### config.mk
export PLATFORM = sky130hd
export DESIGN_NAME = multicycle_ctrl_flat
export DESIGN_NICKNAME = d
export VERILOG_FILES = /design/src/rtl/multicycle_ctrl_if.sv /design/src/rtl/multicycle_ctrl.sv /design/src/flat_wrapper.sv
export SDC_FILE = /design/constraint.sdc
export NUM_CORES = 1
export LEC_CHECK = 0
export CORE_AREA = 10 10 47 49
export DETAILED_ROUTE_END_ITERATION = 6
export DIE_AREA = 0 0 57 59
export PLACE_DENSITY = 0.77
export SKIP_LAST_GASP = 1
export SLEW_MARGIN = 20
export SYNTH_ARGS = -nofsm -noshare
export SYNTH_HDL_FRONTEND = slang
export SYNTH_SLANG_ARGS = --single-unit
### constraint.sdc
create_clock -name clk -period 4.6 [get_ports clk]
set_input_delay 0.92 -clock clk [delete_from_list [all_inputs] [get_ports clk]]
set_output_delay 0.92 -clock clk [all_outputs]
set_load 0.02 [all_outputs]
### src/rtl/multicycle_ctrl_if.sv
// Control bundle between the multicycle controller and its datapath
// (IFU, register file, ALU, memory); the controller uses the master modport.
interface multicycle_ctrl_if;
    logic [5:0] opcode;
    logic       zero;
    logic       mem_ready;

    logic       pc_en;
    logic       iord;
    logic       mem_read;
    logic       mem_write;
    logic       ir_write;
    logic       reg_dst;
    logic       mem_to_reg;
    logic       reg_write;
    logic       alu_src_a;
    logic [1:0] alu_src_b;
    logic [1:0] alu_op;
    logic [1:0] pc_source;
    logic       illegal;
    logic [3:0] state_dbg;

    modport master (
        input  opcode, zero, mem_ready,
        output pc_en, iord, mem_read, mem_write, ir_write, reg_dst, mem_to_reg,
               reg_write, alu_src_a, alu_src_b, alu_op, pc_source, illegal, state_dbg
    );

    modport slave (
        output opcode, zero, mem_ready,
        input  pc_en, iord, mem_read, mem_write, ir_write, reg_dst, mem_to_reg,
               reg_write, alu_src_a, alu_src_b, alu_op, pc_source, illegal, state_dbg
    );
endinterface

### src/rtl/multicycle_ctrl.sv
// Multicycle MIPS-style main control FSM (R-type, lw, sw, beq, j, optional addi).
// Define MULTICYCLE_ADDI_EN to decode addi (001000); otherwise it is treated as illegal.
module multicycle_ctrl (
    input  logic                      clk,
    input  logic                      rst,
    multicycle_ctrl_if.master         bus
);

    typedef enum logic [3:0] {
        S_IDLE      = 4'd0,
        S_FETCH     = 4'd1,
        S_DECODE    = 4'd2,
        S_MEM_ADDR  = 4'd3,
        S_MEM_READ  = 4'd4,
        S_MEM_WB    = 4'd5,
        S_MEM_WRITE = 4'd6,
        S_EXECUTE   = 4'd7,
        S_ALU_WB    = 4'd8,
        S_BRANCH    = 4'd9,
        S_JUMP      = 4'd10,
        S_ADDI_EX   = 4'd11,
        S_ADDI_WB   = 4'd12
    } state_t;

    localparam logic [5:0] OP_RTYPE = 6'b000000;
    localparam logic [5:0] OP_LW    = 6'b100011;
    localparam logic [5:0] OP_SW    = 6'b101011;
    localparam logic [5:0] OP_BEQ   = 6'b000100;
    localparam logic [5:0] OP_J     = 6'b000010;
`ifdef MULTICYCLE_ADDI_EN
    localparam logic [5:0] OP_ADDI  = 6'b001000;
`endif

    state_t     state_reg;
    state_t     state_next;

    logic       pc_en;
    logic       iord;
    logic       mem_read;
    logic       mem_write;
    logic       ir_write;
    logic       reg_dst;
    logic       mem_to_reg;
    logic       reg_write;
    logic       alu_src_a;
    logic [1:0] alu_src_b;
    logic [1:0] alu_op;
    logic [1:0] pc_source;
    logic       illegal;

    always_ff @(posedge clk or posedge rst) begin
        if (rst) begin
            state_reg <= S_IDLE;
        end else begin
            state_reg <= state_next;
        end
    end

    // Outputs are a function of the current state only, plus mem_ready/zero
    // gating and the DECODE-cycle illegal flag, so reset clears them at once.
    always_comb begin
        state_next = S_FETCH;
        pc_en      = 1'b0;
        iord       = 1'b0;
        mem_read   = 1'b0;
        mem_write  = 1'b0;
        ir_write   = 1'b0;
        reg_dst    = 1'b0;
        mem_to_reg = 1'b0;
        reg_write  = 1'b0;
        alu_src_a  = 1'b0;
        alu_src_b  = 2'b00;
        alu_op     = 2'b00;
        pc_source  = 2'b00;
        illegal    = 1'b0;

        case (state_reg)
            S_IDLE: begin
                state_next = S_FETCH;
            end
            S_FETCH: begin
                mem_read   = 1'b1;
                alu_src_b  = 2'b01;
                ir_write   = bus.mem_ready;
                pc_en      = bus.mem_ready;
                state_next = bus.mem_ready ? S_DECODE : S_FETCH;
            end
            S_DECODE: begin
                alu_src_b = 2'b11;
                case (bus.opcode)
                    OP_RTYPE:     state_next = S_EXECUTE;
                    OP_LW, OP_SW: state_next = S_MEM_ADDR;
                    OP_BEQ:       state_next = S_BRANCH;
                    OP_J:         state_next = S_JUMP;
`ifdef MULTICYCLE_ADDI_EN
                    OP_ADDI:      state_next = S_ADDI_EX;
`endif
                    default: begin
                        illegal    = 1'b1;
                        state_next = S_FETCH;
                    end
                endcase
            end
            S_MEM_ADDR: begin
                alu_src_a  = 1'b1;
                alu_src_b  = 2'b10;
                state_next = (bus.opcode == OP_LW) ? S_MEM_READ : S_MEM_WRITE;
            end
            S_MEM_READ: begin
                mem_read   = 1'b1;
                iord       = 1'b1;
                state_next = bus.mem_ready ? S_MEM_WB : S_MEM_READ;
            end
            S_MEM_WB: begin
                reg_write  = 1'b1;
                mem_to_reg = 1'b1;
                state_next = S_FETCH;
            end
            S_MEM_WRITE: begin
                mem_write  = 1'b1;
                iord       = 1'b1;
                state_next = bus.mem_ready ? S_FETCH : S_MEM_WRITE;
            end
            S_EXECUTE: begin
                alu_src_a  = 1'b1;
                alu_op     = 2'b10;
                state_next = S_ALU_WB;
            end
            S_ALU_WB: begin
                reg_write  = 1'b1;
                reg_dst    = 1'b1;
                state_next = S_FETCH;
            end
            S_BRANCH: begin
                alu_src_a  = 1'b1;
                alu_op     = 2'b01;
                pc_source  = 2'b01;
                pc_en      = bus.zero;
                state_next = S_FETCH;
            end
            S_JUMP: begin
                pc_source  = 2'b10;
                pc_en      = 1'b1;
                state_next = S_FETCH;
            end
`ifdef MULTICYCLE_ADDI_EN
            S_ADDI_EX: begin
                alu_src_a  = 1'b1;
                alu_src_b  = 2'b10;
                state_next = S_ADDI_WB;
            end
            S_ADDI_WB: begin
                reg_write  = 1'b1;
                state_next = S_FETCH;
            end
`endif
            default: begin
                state_next = S_FETCH;
            end
        endcase
    end

    assign bus.pc_en      = pc_en;
    assign bus.iord       = iord;
    assign bus.mem_read   = mem_read;
    assign bus.mem_write  = mem_write;
    assign bus.ir_write   = ir_write;
    assign bus.reg_dst    = reg_dst;
    assign bus.mem_to_reg = mem_to_reg;
    assign bus.reg_write  = reg_write;
    assign bus.alu_src_a  = alu_src_a;
    assign bus.alu_src_b  = alu_src_b;
    assign bus.alu_op     = alu_op;
    assign bus.pc_source  = pc_source;
    assign bus.illegal    = illegal;
    assign bus.state_dbg  = state_reg;

endmodule

### src/flat_wrapper.sv
// flat-port wrapper written by rule: the top's interface ports become plain ports
module multicycle_ctrl_flat 
  (clk, rst, bus_opcode, bus_zero, bus_mem_ready, bus_pc_en, bus_iord, bus_mem_read, bus_mem_write, bus_ir_write, bus_reg_dst, bus_mem_to_reg, bus_reg_write, bus_alu_src_a, bus_alu_src_b, bus_alu_op, bus_pc_source, bus_illegal, bus_state_dbg);
  multicycle_ctrl_if bus_i ();
  input  logic clk;
  input  logic rst;
  input wire logic [$bits(bus_i.opcode)-1:0] bus_opcode;
  input wire logic [$bits(bus_i.zero)-1:0] bus_zero;
  input wire logic [$bits(bus_i.mem_ready)-1:0] bus_mem_ready;
  output wire logic [$bits(bus_i.pc_en)-1:0] bus_pc_en;
  output wire logic [$bits(bus_i.iord)-1:0] bus_iord;
  output wire logic [$bits(bus_i.mem_read)-1:0] bus_mem_read;
  output wire logic [$bits(bus_i.mem_write)-1:0] bus_mem_write;
  output wire logic [$bits(bus_i.ir_write)-1:0] bus_ir_write;
  output wire logic [$bits(bus_i.reg_dst)-1:0] bus_reg_dst;
  output wire logic [$bits(bus_i.mem_to_reg)-1:0] bus_mem_to_reg;
  output wire logic [$bits(bus_i.reg_write)-1:0] bus_reg_write;
  output wire logic [$bits(bus_i.alu_src_a)-1:0] bus_alu_src_a;
  output wire logic [$bits(bus_i.alu_src_b)-1:0] bus_alu_src_b;
  output wire logic [$bits(bus_i.alu_op)-1:0] bus_alu_op;
  output wire logic [$bits(bus_i.pc_source)-1:0] bus_pc_source;
  output wire logic [$bits(bus_i.illegal)-1:0] bus_illegal;
  output wire logic [$bits(bus_i.state_dbg)-1:0] bus_state_dbg;
  assign bus_i.opcode = bus_opcode;
  assign bus_i.zero = bus_zero;
  assign bus_i.mem_ready = bus_mem_ready;
  assign bus_pc_en = bus_i.pc_en;
  assign bus_iord = bus_i.iord;
  assign bus_mem_read = bus_i.mem_read;
  assign bus_mem_write = bus_i.mem_write;
  assign bus_ir_write = bus_i.ir_write;
  assign bus_reg_dst = bus_i.reg_dst;
  assign bus_mem_to_reg = bus_i.mem_to_reg;
  assign bus_reg_write = bus_i.reg_write;
  assign bus_alu_src_a = bus_i.alu_src_a;
  assign bus_alu_src_b = bus_i.alu_src_b;
  assign bus_alu_op = bus_i.alu_op;
  assign bus_pc_source = bus_i.pc_source;
  assign bus_illegal = bus_i.illegal;
  assign bus_state_dbg = bus_i.state_dbg;
  multicycle_ctrl u_core (.clk(clk), .rst(rst), .bus(bus_i));
endmodule
==> flow_summary.ini <==
[logic_synthesis]
avgSynthCellArea_um2 = 7.31
ys.warnings.count = 0
syn_inst = 65
synth.net_count = 75
synth-edff-count = 0
async_flop_share = 1.00
yosysTopAreaCellShare = 0.211
yosysTopAreaCell = dfrtp_1
yosys-top-cells-area = dfrtp_1 21%, nor2_1 7.1%, nand2b_1 6.6%
syn_area_um2 = 475
synth_seq_cells = 4
ys_seq_area_frac = 0.211
synthDistinctLibCells = 32
ys.flop_type = dfrtp_1

[floorplanning]
die_x_um = 57
fp.coreArea_um2 = 1400
die_h_um = 59
dieArea_um2 = 3360
start_util = 0.339
io_pins = 30
rows = 14

[pwr]
p_per_area_nw_per_um2 = 579
p_leak_nw = 0.275
power.switching_mw = 0.218
pwr-share-comb = 0.681
clock_power_share = 0.097
seqPwrFrac = 0.222
ir_worst_vdd_mv = 0.302
internal_power_mw = 0.237
p_sw_frac = 0.479

[cts]
ctsHoldBuffers = 0
clkSinkCount = 4
cts_made_buffers = 3
cts_buffer_depth = 2
worst_skew_pair.late_latency_ps = 240
cts_htree_levels = 1
cts_tree = yes
root_buffer = clkbuf_4
cts_setup_buffers = 0
path_clk_slew_ps = 40
post_cts_resized = 0

[outcome]
status = finished clean

[worst_setup_path]
cp.arrival_ps = 2630
crit_type = in -> out
cp.required_ps = 3680
crit_fanout = 4
start_kind = input pin
reg2reg_depth = 3
crit_path_end_kind = output port

[routing]
drt-total-wl_um = 1590
ant_nets = 0
vias = 588
route.detailed.wl_per_inst_um = 14.7
drcViolationCount = 0
drt_iter0_drc = 7
routed_via_density = 5.44
drt_first_pass_iters = 4

[timing]
hold_viol_final = 0
rsz0062_at_grt = false
finalSetupViolCount = 0
relSlewSlack = 0.650
clock_skew_ps = 4.69
period_minus_slack_ps = 3550
final.period_utilization = 0.772
slew_viol_final = 0
hold_slack_ps = 776
max_freq_mhz = 282
worst_slew_pin_slew_ps = 524
fin_setup_tns_ps = 0

[placed_design]
hpwl_um = 1230
gp_congestion = 0.742
dp.cells = 105
io_buffers = 29

[grt]
grt_max_degree = 19
grt_antenna_before_repair = 0
grt_pass1_vias = 593
grt_overflow = 0
track_usage = 0.0953
grt_pass1_wl_um = 2630

[final_layout]
final_cell_mix = 29 x clkdlybuf4s50_1, 9 x nor2_1, 5 x nand2b_1, 5 x nor3_1
drive_above_1_share = 0.0870
diodes = 0
nNetsFinal = 104
area_growth_pct = 65.3
largest_reg_flops = 4
postLayoutCoreUtil = 0.561
final_common_cell = clkdlybuf4s50_1
final_cells = 108

[run]
cap_violations = 0

[hold_path]
holdPathStages = 1
hold_class = reg -> reg
==> cells in the mapped netlist, types with 2 or more instances <==
cell type  count
nor2_1         9
nor3_1         5
o21ai_0        4
nand2b_1       5
a21oi_1        3
xnor2_1        2
dfrtp_1        4
nand3_1        2
a211oi_1       2
nand2_1        2
nand3b_1       2
nor2b_1        2
clkbuf_1       4
==> routing by layer <==
layer  part of all wire  global-route usage  up-vias
li1                   -                   -      291
met1               0.40              0.0955      272
met2               0.49               0.160       23
met3              0.093              0.0536        2
met4              0.012              0.0403        0
met5                  0                   0        -
==> area by class of cell <==
type,count,area [um2]
Fill cell,152,616
Clock buffer,3,22.5
Sequential cell,4,100
Inverter,1,3.75
Multi-Input combinational cell,55,349
Tap cell,16,20.0
Timing Repair Buffer,29,290
==> worst max-delay path, cell delays in order <==
cell and delay, ps:
clkdlybuf4s50_1 430, or3_1 430, nor3_1 210, a211oi_1 80
clkdlybuf4s50_1 550
==> logic make-up (layout without fill, tap and decap cells) <==
| group | after synthesis | count (layout) | synth area share |
|---|---|---|---|
| and+or+nand+nor | 37 | 37 | 0.447 |
| DFF | 4 | 4 | 0.211 |
| buffers and inverters | 6 | 33 | 0.0553 |
| xor gates and xnor gates | 2 | 2 | 0.0368 |
| AOI/OAI and AO/OA | 14 | 14 | 0.205 |
| muxes | 2 | 2 | 0.0447 |
==> final timing paths <==
| kind | startpoint | to | slack, ps |
|---|---|---|---|
| max in group asynchronous | rst | u_core.bus.state_dbg[1] | 3590 |
| worst max-delay path | bus_opcode[0] | bus_illegal | 1050 |
| worst min register to register | u_core.bus.state_dbg[3] | u_core.bus.state_dbg[2] | 780 |
| worst min-delay path | u_core.bus.state_dbg[3] | u_core.bus.state_dbg[2] | 780 |
| worst max register to register | u_core.bus.state_dbg[1] | u_core.bus.state_dbg[3] | 2760 |
| min in group asynchronous | rst | u_core.bus.state_dbg[3] | 860 |
==> stage by stage <==
step / power, mW / setup slack (ps) / instance area (um2)
global placement: 0.411 / 1110 / 763
detailed placement: 0.416 / 1060 / 763
floorplan: 0.271 / 1980 / 475
CTS: 0.463 / 1050 / 786
global route: 0.489 / 1010 / 786
finish: 0.455 / 1050 / 786
==> power by group through the flow <==
stage / clock network, mW / registers, mW / logic (mW)
2_1_floorplan: 0 / 0.0804 / 0.191
3_3_place_gp: 0 / 0.101 / 0.310
3_5_place_dp: 0 / 0.102 / 0.314
4_1_cts: 0.0460 / 0.101 / 0.315
5_1_grt: 0.0492 / 0.108 / 0.332
6_report: 0.0441 / 0.101 / 0.310
Note: power is estimated with default switching activity, not from simulation.
